`src/rtl/bitcoin_pkg.sv`:
```
// Shared types and constants for the miner job fetch path: job line layout, fetch FSM
// states and the CCI-P c0 RDLINE_I request header.
package bitcoin_pkg;

  localparam int unsigned CL_W        = 512;
  localparam int unsigned CL_ADDR_W   = 42;
  localparam int unsigned MDATA_W     = 16;
  localparam int unsigned CNT_W       = 17;
  localparam int unsigned JOB_DATA_HI = 511;
  localparam int unsigned JOB_DATA_LO = 256;

  typedef struct packed {
    logic [255:0] data;
    logic [255:0] middata;
  } t_job;

  typedef enum logic [1:0] {StIdle, StFetch, StDrain, StDone} t_fetch_state;

  localparam logic [1:0] VC_VA        = 2'b00;
  localparam logic [1:0] CL_LEN_1     = 2'b00;
  localparam logic [3:0] REQ_RDLINE_I = 4'h0;

  typedef struct packed {
    logic [1:0]           vc_sel;
    logic [1:0]           rsvd1;
    logic [1:0]           cl_len;
    logic [3:0]           req_type;
    logic [5:0]           rsvd0;
    logic [CL_ADDR_W-1:0] address;
    logic [MDATA_W-1:0]   mdata;
  } t_c0_req_hdr;

  function automatic t_c0_req_hdr rdline_hdr(input logic [CL_ADDR_W-1:0] addr,
                                             input logic [MDATA_W-1:0]   mdata);
    t_c0_req_hdr h;
    h          = '0;
    h.vc_sel   = VC_VA;
    h.cl_len   = CL_LEN_1;
    h.req_type = REQ_RDLINE_I;
    h.address  = addr;
    h.mdata    = mdata;
    return h;
  endfunction

endpackage

```
`src/rtl/bitcoin_job_fetch_if.sv`:
```
// c0 read request/response channel plus the job hand-off to the miner control FSM.
interface bitcoin_job_fetch_if;
  import bitcoin_pkg::*;

  logic                 c0TxAlmFull;
  logic                 c0_req_valid;
  logic [CL_ADDR_W-1:0] c0_req_addr;
  logic [MDATA_W-1:0]   c0_req_mdata;
  logic                 c0_rsp_valid;
  logic [MDATA_W-1:0]   c0_rsp_mdata;
  logic [CL_W-1:0]      c0_rsp_data;
  logic                 job_valid;
  logic                 job_ready;
  logic [255:0]         job_data;
  logic [255:0]         job_middata;
  logic [15:0]          job_index;

  modport master (
    input  c0TxAlmFull, c0_rsp_valid, c0_rsp_mdata, c0_rsp_data, job_ready,
    output c0_req_valid, c0_req_addr, c0_req_mdata, job_valid, job_data, job_middata, job_index
  );

  modport slave (
    output c0TxAlmFull, c0_rsp_valid, c0_rsp_mdata, c0_rsp_data, job_ready,
    input  c0_req_valid, c0_req_addr, c0_req_mdata, job_valid, job_data, job_middata, job_index
  );

endinterface

```
`src/rtl/bitcoin_job_rob.sv`:
```
// Tagged reorder buffer: out-of-order line writes by slot tag, in-order read at the head slot.
module bitcoin_job_rob
  import bitcoin_pkg::*;
#(
  parameter int unsigned SLOTS = 4,
  parameter int unsigned TAG_W = $clog2(SLOTS)
) (
  input  logic               clk,
  input  logic               reset,
  input  logic               issue,
  input  logic [TAG_W-1:0]   issue_tag,
  input  logic               rsp_valid,
  input  logic [MDATA_W-1:0] rsp_mdata,
  input  logic [CL_W-1:0]    rsp_data,
  input  logic               pop,
  input  logic [TAG_W-1:0]   head,
  output logic               head_filled,
  output t_job               head_job
);

  logic [SLOTS-1:0] pending_q, pending_d;
  logic [SLOTS-1:0] filled_q, filled_d;
  logic [CL_W-1:0]  line_q [SLOTS];
  logic [TAG_W-1:0] rsp_tag;
  logic             rsp_accept;

  assign rsp_tag = rsp_mdata[TAG_W-1:0];
  // Only tags we issued and still await are accepted; this also discards pre-reset stragglers.
  assign rsp_accept = rsp_valid && (rsp_mdata[MDATA_W-1:TAG_W] == '0) && pending_q[rsp_tag];

  always_comb begin
    pending_d = pending_q;
    filled_d  = filled_q;
    if (rsp_accept) begin
      pending_d[rsp_tag] = 1'b0;
      filled_d[rsp_tag]  = 1'b1;
    end
    if (issue) pending_d[issue_tag] = 1'b1;
    if (pop)   filled_d[head]       = 1'b0;
  end

  always_ff @(posedge clk or posedge reset) begin
    if (reset) begin
      pending_q <= '0;
      filled_q  <= '0;
    end else begin
      pending_q <= pending_d;
      filled_q  <= filled_d;
    end
  end

  always_ff @(posedge clk) begin
    if (rsp_accept) line_q[rsp_tag] <= rsp_data;
  end

  assign head_filled      = filled_q[head];
  assign head_job.data    = line_q[head][JOB_DATA_HI:JOB_DATA_LO];
  assign head_job.middata = line_q[head][JOB_DATA_LO-1:0];

endmodule

```
`src/rtl/bitcoin_job_fetch.sv`:
```
// CCI-P c0 read engine: fetches num_jobs consecutive job lines from base_addr with up to
// SLOTS reads in flight and hands them to the miner in request order.
module bitcoin_job_fetch
  import bitcoin_pkg::*;
#(
  parameter int unsigned SLOTS = 4,
  parameter int unsigned TAG_W = $clog2(SLOTS)
) (
  input  logic                 clk,
  input  logic                 reset,
  input  logic                 start,
  input  logic [CL_ADDR_W-1:0] base_addr,
  input  logic [15:0]          num_jobs,
  bitcoin_job_fetch_if.master  bus,
  output logic                 busy,
  output logic                 done
);

  localparam logic [CNT_W-1:0] SlotCredit = CNT_W'(SLOTS);

  t_fetch_state         state_q, state_d;
  logic [CL_ADDR_W-1:0] base_q;
  logic [CNT_W-1:0]     num_q, req_cnt_q, pop_cnt_q;
  logic                 req_valid_q, done_q;
  logic [CL_ADDR_W-1:0] req_addr_q;
  logic [MDATA_W-1:0]   req_mdata_q;
  logic                 latch, issue, pop;
  logic                 head_filled;
  t_job                 head_job;
  t_c0_req_hdr          req_hdr;
  logic                 unused_hdr;

  assign pop = head_filled & bus.job_ready;

  always_comb begin
    state_d = state_q;
    latch   = 1'b0;
    issue   = 1'b0;
    case (state_q)
      StIdle: begin
        if (start) begin
          latch   = 1'b1;
          state_d = (num_jobs == '0) ? StDone : StFetch;
        end
      end
      StFetch: begin
        // Credit uses pre-pop counts; a same-cycle pop only frees the slot one cycle later.
        issue = (req_cnt_q < num_q) && ((req_cnt_q - pop_cnt_q) < SlotCredit) &&
                !bus.c0TxAlmFull;
        if (req_cnt_q == num_q) state_d = StDrain;
      end
      StDrain: begin
        if (pop_cnt_q == num_q) state_d = StDone;
      end
      StDone:  state_d = StIdle;
      default: state_d = StIdle;
    endcase
  end

  assign req_hdr = rdline_hdr(base_q + CL_ADDR_W'(req_cnt_q),
                              MDATA_W'(req_cnt_q[TAG_W-1:0]));
  assign unused_hdr = ^{req_hdr.vc_sel, req_hdr.rsvd1, req_hdr.cl_len, req_hdr.req_type,
                        req_hdr.rsvd0};

  always_ff @(posedge clk or posedge reset) begin
    if (reset) begin
      state_q     <= StIdle;
      base_q      <= '0;
      num_q       <= '0;
      req_cnt_q   <= '0;
      pop_cnt_q   <= '0;
      req_valid_q <= 1'b0;
      req_addr_q  <= '0;
      req_mdata_q <= '0;
      done_q      <= 1'b0;
    end else begin
      state_q <= state_d;
      if (latch) begin
        base_q    <= base_addr;
        num_q     <= {1'b0, num_jobs};
        req_cnt_q <= '0;
        pop_cnt_q <= '0;
      end else begin
        if (issue) req_cnt_q <= req_cnt_q + 1'b1;
        if (pop)   pop_cnt_q <= pop_cnt_q + 1'b1;
      end
      req_valid_q <= issue;
      if (issue) begin
        req_addr_q  <= req_hdr.address;
        req_mdata_q <= req_hdr.mdata;
      end
      done_q <= (state_q == StDone);
    end
  end

  bitcoin_job_rob #(
    .SLOTS(SLOTS),
    .TAG_W(TAG_W)
  ) u_rob (
    .clk        (clk),
    .reset      (reset),
    .issue      (issue),
    .issue_tag  (req_cnt_q[TAG_W-1:0]),
    .rsp_valid  (bus.c0_rsp_valid),
    .rsp_mdata  (bus.c0_rsp_mdata),
    .rsp_data   (bus.c0_rsp_data),
    .pop        (pop),
    .head       (pop_cnt_q[TAG_W-1:0]),
    .head_filled(head_filled),
    .head_job   (head_job)
  );

  assign bus.c0_req_valid = req_valid_q;
  assign bus.c0_req_addr  = req_addr_q;
  assign bus.c0_req_mdata = req_mdata_q;
  assign bus.job_valid    = head_filled;
  assign bus.job_data     = head_filled ? head_job.data : '0;
  assign bus.job_middata  = head_filled ? head_job.middata : '0;
  assign bus.job_index    = pop_cnt_q[15:0];
  assign busy             = (state_q != StIdle);
  assign done             = done_q;

endmodule

```
`src/flat_wrapper.sv`:
```
// flat-port wrapper written by rule: the top's interface ports become plain ports
module bitcoin_job_fetch_flat import bitcoin_pkg::*;
#(
  parameter int unsigned SLOTS = 4,
  parameter int unsigned TAG_W = $clog2(SLOTS)
)
  (clk, reset, start, base_addr, num_jobs, busy, done, bus_c0TxAlmFull, bus_c0_rsp_valid, bus_c0_rsp_mdata, bus_c0_rsp_data, bus_job_ready, bus_c0_req_valid, bus_c0_req_addr, bus_c0_req_mdata, bus_job_valid, bus_job_data, bus_job_middata, bus_job_index);
  bitcoin_job_fetch_if bus_i ();
  input  logic clk;
  input  logic reset;
  input  logic start;
  input  logic [CL_ADDR_W-1:0] base_addr;
  input  logic [15:0] num_jobs;
  output logic busy;
  output logic done;
  input wire logic [$bits(bus_i.c0TxAlmFull)-1:0] bus_c0TxAlmFull;
  input wire logic [$bits(bus_i.c0_rsp_valid)-1:0] bus_c0_rsp_valid;
  input wire logic [$bits(bus_i.c0_rsp_mdata)-1:0] bus_c0_rsp_mdata;
  input wire logic [$bits(bus_i.c0_rsp_data)-1:0] bus_c0_rsp_data;
  input wire logic [$bits(bus_i.job_ready)-1:0] bus_job_ready;
  output wire logic [$bits(bus_i.c0_req_valid)-1:0] bus_c0_req_valid;
  output wire logic [$bits(bus_i.c0_req_addr)-1:0] bus_c0_req_addr;
  output wire logic [$bits(bus_i.c0_req_mdata)-1:0] bus_c0_req_mdata;
  output wire logic [$bits(bus_i.job_valid)-1:0] bus_job_valid;
  output wire logic [$bits(bus_i.job_data)-1:0] bus_job_data;
  output wire logic [$bits(bus_i.job_middata)-1:0] bus_job_middata;
  output wire logic [$bits(bus_i.job_index)-1:0] bus_job_index;
  assign bus_i.c0TxAlmFull = bus_c0TxAlmFull;
  assign bus_i.c0_rsp_valid = bus_c0_rsp_valid;
  assign bus_i.c0_rsp_mdata = bus_c0_rsp_mdata;
  assign bus_i.c0_rsp_data = bus_c0_rsp_data;
  assign bus_i.job_ready = bus_job_ready;
  assign bus_c0_req_valid = bus_i.c0_req_valid;
  assign bus_c0_req_addr = bus_i.c0_req_addr;
  assign bus_c0_req_mdata = bus_i.c0_req_mdata;
  assign bus_job_valid = bus_i.job_valid;
  assign bus_job_data = bus_i.job_data;
  assign bus_job_middata = bus_i.job_middata;
  assign bus_job_index = bus_i.job_index;
  bitcoin_job_fetch #(.SLOTS(SLOTS), .TAG_W(TAG_W)) u_core (.clk(clk), .reset(reset), .start(start), .base_addr(base_addr), .num_jobs(num_jobs), .bus(bus_i), .busy(busy), .done(done));
endmodule
```
`config.mk`:
```
export PLATFORM = sky130hd
export DESIGN_NAME = bitcoin_job_fetch_flat
export DESIGN_NICKNAME = d
export VERILOG_FILES = /design/src/rtl/bitcoin_pkg.sv /design/src/rtl/bitcoin_job_fetch_if.sv /design/src/rtl/bitcoin_job_rob.sv /design/src/rtl/bitcoin_job_fetch.sv /design/src/flat_wrapper.sv
export SDC_FILE = /design/constraint.sdc
export NUM_CORES = 2
export LEC_CHECK = 0
export CORE_AREA = 2 2 464 466
export CTS_BUF_LIST = sky130_fd_sc_hd__clkbuf_8
export DETAILED_ROUTE_END_ITERATION = 10
export DIE_AREA = 0 0 466 468
export DONT_BUFFER_PORTS = 1
export PLACE_DENSITY = 0.59
export SETUP_SLACK_MARGIN = 0.3
export SYNTH_ARGS = -nofsm -noshare
export SYNTH_HDL_FRONTEND = slang
export SYNTH_SLANG_ARGS = --single-unit
```
`constraint.sdc`:
```
create_clock -name clk -period 32.6 [get_ports clk]
set_input_delay 9.78 -clock clk [delete_from_list [all_inputs] [get_ports clk]]
set_output_delay 9.78 -clock clk [all_outputs]
set_load 0.01 [all_outputs]
```
==> results_dict.tcl <==
set metrics [dict create \
    yosys.area.top_type "edfxtp_1" \
    gr-usage-all-layers 0.201 \
    yosys.area.top_type_share 0.716 \
    grt_pass1_vias 42517 \
    seq_area_um2 65200 \
    r2r-start "u_core.u_rob.pending_q[2]" \
    period_share 0.510 \
    worstMarginPinSlew_ns 1.11 \
    cts_buffer_depth 4 \
    seqPwrFrac 0.579 \
    irDropWorstVdd_v 0.0000470 \
    nets 5132 \
    grt_max_degree 202 \
    min_path_cells 2 \
    hold_violations 0 \
    grt-ovfl-total 0 \
    drv_slew 0 \
    vias 40872 \
    dieArea_um2 218000 \
    leakagePower_nw 31.6 \
    netlist_area_um2 85900 \
    antenna_left 0 \
    gp_congestion 0.873 \
    cp.required_ns 22.82 \
    clockPowerShare 0.417 \
    final.setup.tns_ns 0 \
    cts_resized 0 \
    maxCapViolations 0 \
    areaGrowthSynthToFinish_pct 11.4 \
    worstPathArrival_ns 6.84 \
    ys_seq_area_frac 0.759 \
    cp-start-kind "register" \
    power_density_nw_per_um2 55.7 \
    root_buffer "clkbuf_8" \
    fp.coreArea_um2 213000 \
    dieWidth_um 466 \
    drc 0 \
    multi_input_area_um2 19500 \
    drt-total-wl_mm 225 \
    critPathLaunch "u_core.pop_cnt_q[0]" \
    p_int_mw 4.23 \
    place_inst 6940 \
    dp.final_hpwl_mm 150 \
    critPathKind "register to output pin" \
    rows 170 \
    r2r_slack_ns 26.41 \
    rsz0062_at_grt "no" \
    ys_top_cells_by_area "edfxtp_1, mux4_2, dfrtp_1" \
    setup_violations 0 \
    crit_path_end "bus_job_data[106]" \
    switching_share 0.205 \
    fillers 18184 \
    first_pass_iters 7 \
    cts_tree "done" \
    async_flop_share 0.0674 \
    reg2reg_depth 9 \
    post_cts.repair.setup_buffers 0 \
    holdCritPathClass "register to register" \
    period_needed_ns 16.62 \
    cts.reportedPaths.clkPinSlew_ns 0.06 \
    avgSynthCellArea_um2 20.1 \
    clock-skew-final_ns 0.112 \
    die_y_um 468 \
    ys_ff_latch 2196 \
    start_util 0.402 \
    h-tree-depth 5 \
    fmax_mhz 60.2 \
    synth_ff_type "edfxtp_1" \
    clkLatencyLatePin_ns 1.03 \
    cts_buffers 374 \
    io_buffer_count 0 \
    layoutNonFillerInstCount 7594 \
    hold_slack_ns 0.498 \
    p_sw_mw 1.09 \
    yosysUniqueCellTypes 68 \
    end_kind "output pin" \
    cts_hold_buf 0 \
    maxSlewHeadroom 0.256 \
    avgRoutedWirePerCell_um 29.6 \
    synth_edf_count 2048 \
    r2r-end "u_core.u_rob.line_q[0][3]" \
    synth_warnings 0 \
    netlist_instances 4267 \
    drive_above_1_share 0.220 \
    vias_per_cell 5.38 \
    status "finished, final reports clean" \
    antenna_found_initial 7 \
    grt_pass1_wl_mm 314 \
    io_pins 1182 \
    drt-initial-drc-count 2975 \
    path_max_fanout 42 \
    clock-sinks 2196 \
    p_comb_frac 0.004 \
]
-- critical path, stage by stage (launching register included) --
cell	delay, ns
dfrtp_4	0.93
buf_4	0.73
buf_4	0.61
buf_4	0.77
buf_4	0.79
buf_4	0.78
mux4_2	0.63
and2_1	0.31
-- cell families after synthesis --
kind of cell,Yosys count,share of synthesized area
other cells,1,0.0000437
fa+ha+maj,62,0.00912
simple gates,935,0.0604
flops,2196,0.759
buf+inv,293,0.0142
mux,523,0.136
xor+xnor,73,0.00745
compound gates,184,0.0133
-- layer usage --
metal | share of wire | global-route usage | up-vias
met5 | 0.00010 | 0 | -
met1 | 0.36 | 0.229 | 21633
met3 | 0.10 | 0.0896 | 407
li1 | - | - | 17393
met4 | 0.036 | 0.0762 | 4
met2 | 0.50 | 0.331 | 1435
-- cell type report --
class / instances / share of cell area
clock inverter: 262 / 0.0136
multi-input combinational: 1791 / 0.204
tap: 2838 / 0.0371
inverter: 56 / 0.00225
antenna: 9 / 0.000235
sequential: 2196 / 0.682
timing repair buffer: 59 / 0.00581
clock buffer: 383 / 0.0551
-- metrics by stage --
stage                     setup slack [ns]  power [mW]  cell area (um^2)   util
after floorplan                       8.10        3.16             85900      -
after global placement               16.59        3.16             89000  0.417
after detailed placement             16.50        3.16             89000  0.417
after CTS                            15.51        5.38             95600  0.448
after global routing                 15.18        5.50             95600  0.448
final                                15.98        5.33             95600  0.448
-- power groups by stage --
stage	Sequential [mW]	Clock, mW	Combinational [mW]
CTS	3.08	2.28	0.0242
finish	3.08	2.22	0.0232
detailed placement	3.14	0	0.0241
global route	3.08	2.40	0.0253
floorplan	3.14	0	0.0190
global placement	3.14	0	0.0239
-- synthesized netlist by cell type (14+ instances only) --
library cell,n
xnor2_1,38
o21ai_0,74
nand4_1,14
buf_4,30
clkbuf_1,155
nand3_1,26
xor2_1,35
buf_1,49
a21oi_1,41
inv_1,56
edfxtp_1,2048
nor4_1,14
and3_1,14
nor2_1,53
mux4_2,514
nand2_1,227
nor3_1,15
dfrtp_1,148
ha_1,61
and2_1,515
-- how the worst min path moves through the flow --
stage | start | endpoint | slack, ns
after detailed placement | u_core.base_q[3] | u_core.base_q[3] | 0.48
after global placement | u_core.base_q[15] | u_core.base_q[15] | 0.47
after global routing | u_core.u_rob.filled_q[3] | u_core.u_rob.filled_q[3] | 0.52
final | u_core.base_q[7] | u_core.base_q[7] | 0.50
after CTS | u_core.base_q[3] | u_core.base_q[3] | 0.50
after floorplan | u_core.base_q[0] | u_core.base_q[0] | 0.45
-- sequential cells by signal, summed over array words and instances (netlist names), 2 cells and up --
name and cells:
u_core.bus.c0_req_mdata 2, u_core.bus.c0_req_addr 42, u_core.base_q 42, u_core.state_q 2, u_core.pop_cnt_q 17, u_core.req_cnt_q 17, u_core.u_rob.line_q 2048, u_core.u_rob.filled_q 4
u_core.num_q 16, u_core.u_rob.pending_q 4
-- cells in the final DEF, fill, tap and decap left out, types with 12 or more instances in the layout --
cell,count
ha_1,61
clkinv_1,73
nor2_1,52
conb_1,14
clkinv_2,43
xnor2_1,38
edfxtp_1,2048
and2_1,513
nand3_1,26
mux4_2,513
nor3_1,15
inv_1,179
nor4_1,14
dfrtp_1,146
xor2_1,35
nand4_1,14
and3_1,13
buf_4,50
a21oi_1,41
nand2_1,226
o31ai_1,12
o21ai_0,74
clkbuf_8,383
Power figures use the tool's default switching activity.
